### config.mk
export PLATFORM = sky130hd
export DESIGN_NAME = instruction_fetch_unit
export DESIGN_NICKNAME = d
export VERILOG_FILES = /design/src/rtl/instruction_fetch_unit_pkg.sv /design/src/rtl/instruction_fetch_unit_imem_wait_timer.sv /design/src/rtl/instruction_fetch_unit.sv
export SDC_FILE = /design/constraint.sdc
export NUM_CORES = 1
export LEC_CHECK = 0
export ABC_AREA = 1
export BUFFER_PORTS_ARGS = -buffer_cell sky130_fd_sc_hd__buf_2
export CORE_MARGIN = 10
export CORE_UTILIZATION = 40
export DETAILED_ROUTE_END_ITERATION = 8
export MAX_ROUTING_LAYER = met4
export PLACE_DENSITY = 0.81
export SYNTH_ARGS = -nofsm -noshare
export SYNTH_HDL_FRONTEND = slang
export SYNTH_SLANG_ARGS = --single-unit
### constraint.sdc
create_clock -name clk -period 1.5 [get_ports clk]
set_input_delay 0.075 -clock clk [delete_from_list [all_inputs] [get_ports clk]]
set_output_delay 0.075 -clock clk [all_outputs]
set_load 0.03 [all_outputs]
### src/rtl/instruction_fetch_unit_pkg.sv
// Shared definitions for the instruction fetch unit: FSM encoding, reset PC default
// and instruction field positions.
package instruction_fetch_unit_pkg;

   typedef enum logic [1:0] {
      S_FETCH = 2'd0,
      S_WAIT  = 2'd1,
      S_HOLD  = 2'd2,
      S_FAULT = 2'd3
   } fetch_state_t;

   localparam logic [15:0] DEFAULT_RESET_PC = 16'h0000;

   localparam int OPCODE_MSB = 31;
   localparam int OPCODE_LSB = 26;
   localparam int JUMP_MSB   = 25;
   localparam int JUMP_LSB   = 0;
   localparam int IMM_MSB    = 15;
   localparam int IMM_LSB    = 0;

   function automatic logic [5:0] opcodeOf(input logic [31:0] word);
      return word[OPCODE_MSB:OPCODE_LSB];
   endfunction

endpackage

### src/rtl/instruction_fetch_unit_imem_wait_timer.sv
// Loadable wait counter with clear and enable; expired is high once LIMIT counted cycles
// have elapsed. Shared by the instruction and data memory interfaces.
module imem_wait_timer #(
   parameter int LIMIT = 15,
   parameter int CW    = $clog2(LIMIT + 1)
) (
   input  logic          clk,
   input  logic          reset,
   input  logic          clr,
   input  logic          en,
   input  logic          load,
   input  logic [CW-1:0] loadValue,
   output logic          expired
);

   logic [CW-1:0] count;

   always_ff @(posedge clk) begin
      if (reset || clr) begin
         count <= '0;
      end else if (load) begin
         count <= loadValue;
      end else if (en && !expired) begin
         count <= count + 1'b1;
      end
   end

   // Saturates at LIMIT-1 so the LIMIT-th enabled cycle is the one flagged.
   assign expired = (count >= CW'(LIMIT - 1));

endmodule

### src/rtl/instruction_fetch_unit.sv
// Instruction fetch unit: owns the PC, fetches over imem req/ack, holds the instruction
// for next-address logic. Optional IF_ALIGN_CHECK_EN faults on a misaligned new_pc.
module instruction_fetch_unit
   import instruction_fetch_unit_pkg::*;
#(
   parameter int              PC_W     = 16,
   parameter logic [PC_W-1:0] RESET_PC = PC_W'(DEFAULT_RESET_PC),
   parameter int              MAX_WAIT = 15
) (
   input  logic            clk,
   input  logic            reset,
   output logic            imem_req,
   output logic [PC_W-1:0] imem_addr,
   input  logic            imem_ack,
   input  logic [31:0]     imem_rdata,
   input  logic            stall,
   input  logic            new_pc_valid,
   input  logic [31:0]     new_pc,
   output logic            instr_valid,
   output logic [31:0]     instr,
   output logic [PC_W-1:0] old_pc,
   output logic [25:0]     jump_offset,
   output logic [15:0]     branch_offset,
   output logic            fetch_fault,
   output logic [1:0]      dbgState
);

   fetch_state_t    state, nextState;
   logic [PC_W-1:0] pc;
   logic [PC_W-1:0] loadPcValue;
   logic            issueFetch, latchInstr, timeout, acceptPc, alignFault;
   logic            timerClr, timerEn, timerExpired;
   logic            unusedNewPcBits;

   // State register
   always_ff @(posedge clk) begin
      if (reset) begin
         state <= S_FETCH;
      end else begin
         state <= nextState;
      end
   end

   // Next-state logic
   always_comb begin
      nextState = state;
      case (state)
         S_FETCH: nextState = S_WAIT;
         S_WAIT: begin
            if (imem_ack) begin
               nextState = S_HOLD;
            end else if (timerExpired) begin
               nextState = S_FAULT;
            end
         end
         S_HOLD: begin
            if (new_pc_valid && !stall) begin
`ifdef IF_ALIGN_CHECK_EN
               nextState = (new_pc[1:0] != 2'b00) ? S_FAULT : S_FETCH;
`else
               nextState = S_FETCH;
`endif
            end
         end
         default: nextState = state;
      endcase
   end

   // Output / control decode
   always_comb begin
      issueFetch = 1'b0;
      latchInstr = 1'b0;
      timeout    = 1'b0;
      acceptPc   = 1'b0;
      alignFault = 1'b0;
      timerEn    = 1'b0;
      timerClr   = 1'b1;
      case (state)
         S_FETCH: issueFetch = 1'b1;
         S_WAIT: begin
            latchInstr = imem_ack;
            timeout    = !imem_ack && timerExpired;
            timerEn    = !imem_ack;
            timerClr   = imem_ack;
         end
         S_HOLD: begin
            if (new_pc_valid && !stall) begin
`ifdef IF_ALIGN_CHECK_EN
               if (new_pc[1:0] != 2'b00) begin
                  alignFault = 1'b1;
               end else begin
                  acceptPc = 1'b1;
               end
`else
               acceptPc = 1'b1;
`endif
            end
         end
         default: ;
      endcase
   end

   // Fetches are always word aligned; upper new_pc bits beyond PC_W are dropped.
   assign loadPcValue     = {new_pc[PC_W-1:2], 2'b00};
   assign unusedNewPcBits = ^{new_pc[31:PC_W], new_pc[1:0]};

   always_ff @(posedge clk) begin
      if (reset) begin
         pc          <= RESET_PC;
         imem_req    <= 1'b0;
         imem_addr   <= RESET_PC;
         instr_valid <= 1'b0;
         instr       <= 32'h0;
         old_pc      <= RESET_PC;
         fetch_fault <= 1'b0;
      end else begin
         if (issueFetch) begin
            imem_req  <= 1'b1;
            imem_addr <= pc;
         end
         if (latchInstr) begin
            instr       <= imem_rdata;
            old_pc      <= pc;
            instr_valid <= 1'b1;
            imem_req    <= 1'b0;
         end
         if (timeout) begin
            fetch_fault <= 1'b1;
            imem_req    <= 1'b0;
         end
         if (acceptPc) begin
            pc          <= loadPcValue;
            instr_valid <= 1'b0;
         end
         if (alignFault) begin
            fetch_fault <= 1'b1;
         end
      end
   end

   imem_wait_timer #(
      .LIMIT(MAX_WAIT)
   ) uWaitTimer (
      .clk      (clk),
      .reset    (reset),
      .clr      (timerClr),
      .en       (timerEn),
      .load     (1'b0),
      .loadValue('0),
      .expired  (timerExpired)
   );

   assign jump_offset   = instr[JUMP_MSB:JUMP_LSB];
   assign branch_offset = instr[IMM_MSB:IMM_LSB];
   assign dbgState      = state;

endmodule

Word-level counts from Yosys, hierarchy flattened
Index checks and enable logic that the tools add are counted.
{"block": "totals", "inputBits": 69, "output_inout_bits": 111, "register_bits": 83}
{"block": "op_classes", "reduce_logical": 12, "n_mux": 11, "addsub": 1, "n_lt_le_gt_ge": 1, "n_eq_ne": 4}
{"cell": "$mux W1", "n": 7}
{"cell": "$mux W2", "n": 3}
{"cell": "$pmux W2 S3", "n": 1}
{"cell": "$add A4 B1 Y4 const B", "n": 1}
{"cell": "$ge A4 B4 Y1 const B", "n": 1}
{"cell": "$logic_and A1 B1 Y1", "n": 3}
{"cell": "$logic_not A1 Y1", "n": 3}
{"cell": "$ne A3 B3 Y1 const B", "n": 1}
{"cell": "$reduce_and A3 Y1", "n": 1}
{"cell": "$reduce_bool A3 Y1", "n": 1}
{"cell": "$reduce_or A3 Y1", "n": 1}
{"cell": "$eq A2 B1 Y1 const B", "n": 1}
{"cell": "$eq A2 B2 Y1 const B", "n": 1}
{"cell": "$logic_not A2 Y1", "n": 1}
{"cell": "$ne A2 B2 Y1 const B", "n": 1}
{"cell": "$reduce_or A2 Y1", "n": 1}
{"cell": "$logic_or A1 B1 Y1", "n": 1}

Longest topological paths before layout
Gate-level depths: netlist (run 1).
{"block": "logic_depth", "word_depth": 5, "mapped_depth": 8}

Modules after synthesis
From an unflattened synthesis (run 1), not the netlist that was laid out.
{"block": "hier_totals", "hier_cells": 492, "hier_area_um2": 3621.0}
{"mod": "instruction_fetch_unit", "area_per_inst_um2": 3300.7, "n_inst": 1, "cells_per_inst": 442}
{"mod": "imem_wait_timer", "area_per_inst_um2": 320.3, "n_inst": 1, "cells_per_inst": 50}

Least setup slack after synthesis (run 1)
No wires, ideal clock.
{"block": "synth_timing", "path_kind": "register to register", "start": "register state[0] (netlist: dbgState[0])", "end": "register instr[14]", "arrival_ps": 1251, "path_stages_with_launch": 8, "t_required_ps": 1357, "slack_ps": 106, "synth_period_minus_slack_ps": 1394, "cell_sequence": "dfxtp_1 > inv_2 > nor2_4 > nand2_2 > buf_4 > buf_2 > nand2_1 > a21oi_2"}
{"block": "synth_between", "elab_chain_len": 2}
{"element": "start: declaration", "line": "instruction_fetch_unit.sv:28", "source": "fetch_state_t state, nextState;"}
{"element": "start signal: assignment", "line": "instruction_fetch_unit.sv:40", "source": "state <= nextState;"}
{"element": "$eq A2 B1 Y1", "line": "instruction_fetch_unit.sv:78", "source": "case (state)"}
{"element": "$mux W1", "line": "instruction_fetch_unit.sv:78"}
{"element": "end signal: assignment", "line": "instruction_fetch_unit.sv:122", "source": "instr <= imem_rdata;"}
{"element": "end: declaration", "line": "instruction_fetch_unit.sv:20", "source": "output logic [31:0] instr,"}
No other way between the ends.
A chain may end at the register's enable or synchronous reset.

Final worst setup path (run 1)
{"block": "layout_timing", "start": "register state[0] (netlist: dbgState[0])", "end": "register instr[4]"}
The elaborated chain is that of the path after synthesis.

==> results of run 1 <==
## worst max path at each step
| stage | start | endpoint | slack (ps) | depth (start not counted) |
|---|---|---|---|---|
| final | dbgState[0] | instr[4] | 170 | 7 |
| after detailed placement | dbgState[1] | pc[3] | 90 | 6 |
| after global placement | dbgState[1] | pc[10] | 120 | 6 |
| after floorplan | dbgState[0] | instr[14] | 110 | 7 |
| after CTS | dbgState[1] | pc[10] | 60 | 6 |
| after global routing | uWaitTimer.count[0] | dbgState[1] | 30 | 8 |
## worst max-delay path: stages, from the launching register on
cell and delay, ps:
dfxtp_1 420, inv_2 70, nor2_4 100, nand2_2 90, inv_4 180, buf_12 210, nand2_1 80, a21oi_1 120
## sequential cells by signal (all words and copies together) (netlist names)
name              count
imem_addr            14
old_pc               14
imem_req              1
instr                32
dbgState              2
pc                   14
uWaitTimer.count      4
fetch_fault           1
instr_valid           1
## per-layer routing
layer	up-vias	part of all wire, %	GRT usage [%]	routed length, um
met5	-	0	-	0
met3	10	8.8	5.45	940
met4	0	1.1	4.76	122
met1	1488	42	18.7	4450
met2	152	48	26.9	5130
li1	1629	-	-	-
## logic make-up after synthesis
kind of cell	after synthesis	share of synthesized area (%)
AND/OR/NAND/NOR	181	21.9
AO/OA/AOI/OAI	82	14.7
buffers and inverters	84	15.9
adder cells (fa/ha/maj)	2	0.702
other	1	0.105
flip-flops	83	46.6
## final cells by class
cell class                 count  area (um2)  share of cell area [%]
clock inverter                 7        83.8                    1.76
clock buffer                   9         124                    2.60
sequential                    83        1660                    34.9
antenna                        1        2.50                  0.0526
timing repair buffer         210        1340                    28.1
inverter                      16        65.1                    1.37
tap                          108         135                    2.84
multi-input combinational    269        1350                    28.4
## power by group through the flow
stage / registers [uW] / clock network [uW] / logic, uW
2_1_floorplan: 2670 / 0 / 606
3_3_place_gp: 2450 / 0 / 1040
3_5_place_dp: 2460 / 0 / 1050
4_1_cts: 2410 / 1740 / 1150
5_1_grt: 2430 / 1830 / 1250
6_report: 2410 / 1690 / 1150
## cells in the final DEF, fill, tap and decap left out, types with 3 or more instances in the layout
cell / count
buf_2: 157
dfxtp_1: 83
nand2_1: 80
nor2_1: 62
dlygate4sd3_1: 46
nand2_2: 31
a21oi_2: 30
o21ai_0: 23
a21oi_1: 23
inv_1: 12
clkbuf_8: 9
o21ai_1: 6
nand3_1: 4
conb_1: 4
buf_4: 4
buf_12: 3
## metrics by stage
stage / worst slack, ps / hold WS [ps]
floorplan: 106 / 211
global placement: 124 / 316
detailed placement: 86.7 / 320
CTS: 55.4 / 34.5
global route: 25.3 / 70.7
finish: 165 / 72.8
## timing repair
action | in CTS | in global routing
endpoints found under the setup margin | 0 | 31
buffers inserted | 0 | 0
endpoints found under the hold margin | 46 | 0
hold buffers | 46 | 0
gates resized for setup | 0 | 4
==> results.py, run 1 <==
metrics = {
    "critical_path": {
        "crit_arrival_ps": 1620,
        "reg2reg_slack_ps": 170,
        "critPathKind": "reg2reg",
        "path_max_fanout": 20,
        "r2r_cells": 7,
        "end_kind": "flop",
        "r2r-start": "dbgState[0]",
        "r2r_end": "instr[4]",
        "cp-start-kind": "flop",
        "cp_data_required_time_ps": 1790,
    },
    "synth": {
        "yosysSeqAreaShare_pct": 46.6,
        "synthCells": 433,
        "synth-seq-cells": 83,
        "synthFlopType": "dfxtp_1",
        "synthMostInstantiatedCell": "dfxtp_1",
        "avgSynthCellArea_um2": 8.23,
        "synth_commonest_cells": "dfxtp_1, nand2_1, nor2_1",
        "synth_edf_count": 0,
        "ys_types": 24,
        "synth-async-reset-ratio_pct": 0,
        "synth_top_area_share_pct": 46.6,
        "synth.top_cells.by_area": "dfxtp_1, buf_4, nand2_1",
        "syn_area_um2": 3560,
        "ys_warn_count": 0,
        "synth_top_cell_by_area": "dfxtp_1",
    },
    "min_path": {
        "worstHoldPathCells": 4,
        "holdCritStartpoint": "new_pc_valid",
        "worst_hold_path.endpoint": "dbgState[1]",
        "worstHoldPathType": "in2reg",
    },
    "die": {
        "coreArea_um2": 8680,
        "die_w_um": 114,
        "die_y_um": 114,
        "initial_core_util_pct": 41.1,
        "ios": 180,
        "rows": 34,
        "dieArea_um2": 13100,
    },
    "clock_tree": {
        "clkTransAtPathRegs_ps": 90,
        "cts_buffers": 9,
        "clkSinkCount": 83,
        "cts_buffer_depth": 2,
        "htreeDepth": 3,
        "clk_latency_ps": 360,
        "root_buffer": "clkbuf_8",
        "cts_tree": "built",
    },
    "timing": {
        "grt_setup_unrepaired": "no",
        "hold_violations": 0,
        "finalSetupViolations": 0,
        "slew_violations": 0,
        "fin_setup_tns_ps": 0,
        "period_share_pct": 89.0,
        "fin_worst_skew_ps": 12.0,
        "max_freq_mhz": 749,
        "fin_crit_ps": 1330,
    },
    "placement": {
        "gp_congestion": 0.794,
        "place_inst": 640,
        "hpwl_um": 7440,
        "portBuffers": 157,
        "dpl_cell_area_um2": 4080,
    },
    "routing": {
        "routed_wirelength_um": 10600,
        "drcViolationCount": 0,
        "wire_per_inst_um": 15.1,
        "firstDrtPassIters": 4,
        "viasPerCell": 4.66,
        "num_vias": 3279,
        "drt_iter0_markers": 272,
        "antenna_left": 0,
    },
    "layout": {
        "area_growth_pct": 33.6,
        "fin_area_um2": 4760,
        "fin_cells": 703,
        "drive_above_1_share_pct": 41.8,
        "fin_nets": 660,
        "fillCellCount": 763,
        "fin_util_pct": 54.9,
    },
    "job": {
        "maxCapViolations": 0,
    },
    "power": {
        "power_frac_comb_pct": 21.9,
        "power_density_nw_per_um2": 1100,
        "power.internal_uw": 3510,
        "p_clk_share_pct": 32.1,
        "leakagePower_uw": 0.00221,
        "switching_share_pct": 33.2,
        "finalPower_uw": 5260,
        "p_switching_uw": 1740,
        "ir_worst_vdd_v": 0.000435,
        "power_frac_seq_pct": 45.9,
    },
    "global_routing": {
        "grt_pass1_vias": 3296,
        "antenna_found_initial": 0,
        "grt_pass1_wl_um": 17200,
        "overflow": 0,
        "grt_max_degree": 49,
        "grt_usage_pct": 16.5,
    },
    "outcome": {
        "outcome": "finished, final reports clean",
    },
}
(Power assumes the default switching activity.)
==> run 2: changes to the inputs <==
==> constraint.sdc (replaced) <==
create_clock -name clk -period 1.65 [get_ports clk]
set_input_delay 0.0825 -clock clk [delete_from_list [all_inputs] [get_ports clk]]
set_output_delay 0.0825 -clock clk [all_outputs]
set_load 0.03 [all_outputs]
==> run 2 against run 1 <==
Sequential share of layout area is 0.18 points higher. Largest power group unchanged. First-iteration DRC count grew 8.5%. Sequential power is 8.7% lower. Power is 6.8% lower.
==> results.py, run 2 (same netlist as run 1, synthesis figures left out) <==
metrics = {
    "layout": {
        "fillCellCount": 775,
        "drive_above_1_share_pct": 41.7,
        "largest_reg_flops": 32,
        "fin_nets": 658,
        "regArea_um2": 1660,
        "largest_register": "instr",
        "final_cell_mix": "buf_2, dfxtp_1, nand2_1",
        "multi_input_area_um2": 1350,
        "area_growth_pct": 32.9,
        "n_antenna_cell": 0,
        "layout_commonest_cell": "buf_2",
    },
    "timing": {
        "fin_worst_skew_ps": 15.6,
        "grt_setup_unrepaired": "no",
        "tightest_slew_ps": 658,
        "hold_violations": 0,
        "slew_violations": 0,
        "fin_setup_tns_ps": 0,
        "finalSetupViolations": 0,
        "fin_ws_ps": 160,
        "period_share_pct": 90.3,
        "fin_crit_ps": 1490,
        "max_freq_mhz": 671,
        "slew-limit-headroom_pct": 56.1,
    },
    "placement": {
        "hpwl_um": 7590,
        "portBuffers": 157,
        "gp_congestion": 0.798,
        "pre_cts_ws_ps": 169,
    },
    "clock_tree": {
        "clkSinkCount": 83,
        "clk_latency_ps": 360,
        "cts-resized-gates": 0,
        "cts_buffers": 9,
        "htreeDepth": 3,
        "cts_buffer_depth": 2,
        "cts_tree": "built",
        "root_buffer": "clkbuf_8",
        "clkTransAtPathRegs_ps": 100,
    },
    "routing": {
        "num_vias": 3283,
        "wire_per_inst_um": 15.4,
        "antenna_left": 0,
        "drt_iter0_markers": 295,
        "routed_wirelength_um": 10800,
        "viasPerCell": 4.69,
        "drcViolationCount": 0,
        "firstDrtPassIters": 4,
    },
    "critical_path": {
        "critPathKind": "reg2reg",
        "slowest_stage": "dfxtp_1",
        "crit_chain": "inv_2 > nor2_2 > nand3_2 > clkinv_2 > nor2_1 > nor2_1",
        "end_kind": "flop",
        "path_common_cell": "nor2_1",
        "cp_data_required_time_ps": 1950,
        "path_max_fanout": 15,
        "crit_arrival_ps": 1790,
        "cp-start-kind": "flop",
        "cpPeakStageDelay_ps": 460,
    },
    "power": {
        "ir_worst_vdd_v": 0.000495,
        "power_density_nw_per_um2": 1030,
        "finalPower_uw": 4900,
        "leakagePower_uw": 0.00221,
    },
    "global_routing": {
        "grt_pass1_vias": 3380,
        "overflow": 0,
        "grt_max_degree": 49,
        "antenna_found_initial": 0,
        "grt_usage_pct": 16.5,
        "grt_pass1_wl_um": 17100,
    },
    "die": {
        "coreArea_um2": 8680,
        "initial_core_util_pct": 41.1,
        "die_w_um": 114,
        "die_y_um": 114,
        "dieArea_um2": 13100,
        "ios": 180,
        "rows": 34,
    },
    "min_path": {
        "worstHoldPathType": "in2reg",
    },
    "outcome": {
        "outcome": "finished, final reports clean",
    },
    "job": {
        "maxCapViolations": 0,
    },
}
==> run 2: changes by cell type in the layout (fill, tap and decap cells not counted), sizes merged <==
cell	change
bufinv	+1
inv	-1
buf	-1
dlygate4sd3	-1
diode	-1
==> run 2: routing by layer <==
| layer | GRT usage [%] | up-vias | wire [um] |
|---|---|---|---|
| met3 | 5.29 | 26 | 812 |
| li1 | - | 1625 | - |
| met2 | 27.2 | 150 | 5250 |
| met4 | 6.60 | 0 | 248 |
| met5 | - | - | 0 |
| met1 | 18.1 | 1482 | 4460 |
==> run 2: what timing repair did <==
action,in CTS,in global routing
hold buffers,45,0
hold endpoints to repair,45,0
buffers inserted,0,0
==> run 2: cell type report <==
class                           instances  area share (%)
Sequential cell                        83            35.1
Multi-Input combinational cell        269            28.4
Timing Repair Buffer                  208            27.6
Tap cell                              108            2.85
Clock buffer                            9            2.62
Clock inverter                          7            2.17
Inverter                               16            1.29
==> run 2: power breakdown <==
group | total, uW | leakage [uW] | internal, uW | switching (uW)
clock network | 1670 | 0.000117 | 877 | 789
logic | 1040 | 0.00141 | 339 | 699
registers | 2200 | 0.000675 | 2110 | 80.8
total | 4900 | 0.00221 | 3330 | 1570
==> run 2: worst max-delay path: cells and delay by family, from the launching register on <==
| family | cells | cell delay (ps) |
|---|---|---|
| buffers and inverters | 2 | 360 |
| AND/OR/NAND/NOR | 4 | 600 |
| flip-flops | 1 | 460 |
==> run 2: per-stage QoR <==
step | instance area [um2] | cells | hold WS [ps] | util [%]
floorplan | 3570 | 436 | 219 | -
global placement | 4060 | 639 | 321 | 46.8
detailed placement | 4060 | 639 | 324 | 46.8
CTS | 4740 | 700 | 25.6 | 54.6
global route | 4740 | 700 | 56.3 | 54.6
finish | 4740 | 700 | 31.6 | 54.6
==> run 2: final timing paths <==
kind | end | start | depth (start not counted) | slack, ps
worst max register to register | pc[7] | dbgState[1] | 6 | 160
worst max-delay path | pc[7] | dbgState[1] | 6 | 160
worst min-delay path | pc[11] | new_pc[11] | 3 | 30
worst min register to register | uWaitTimer.count[3] | uWaitTimer.count[3] | 2 | 460
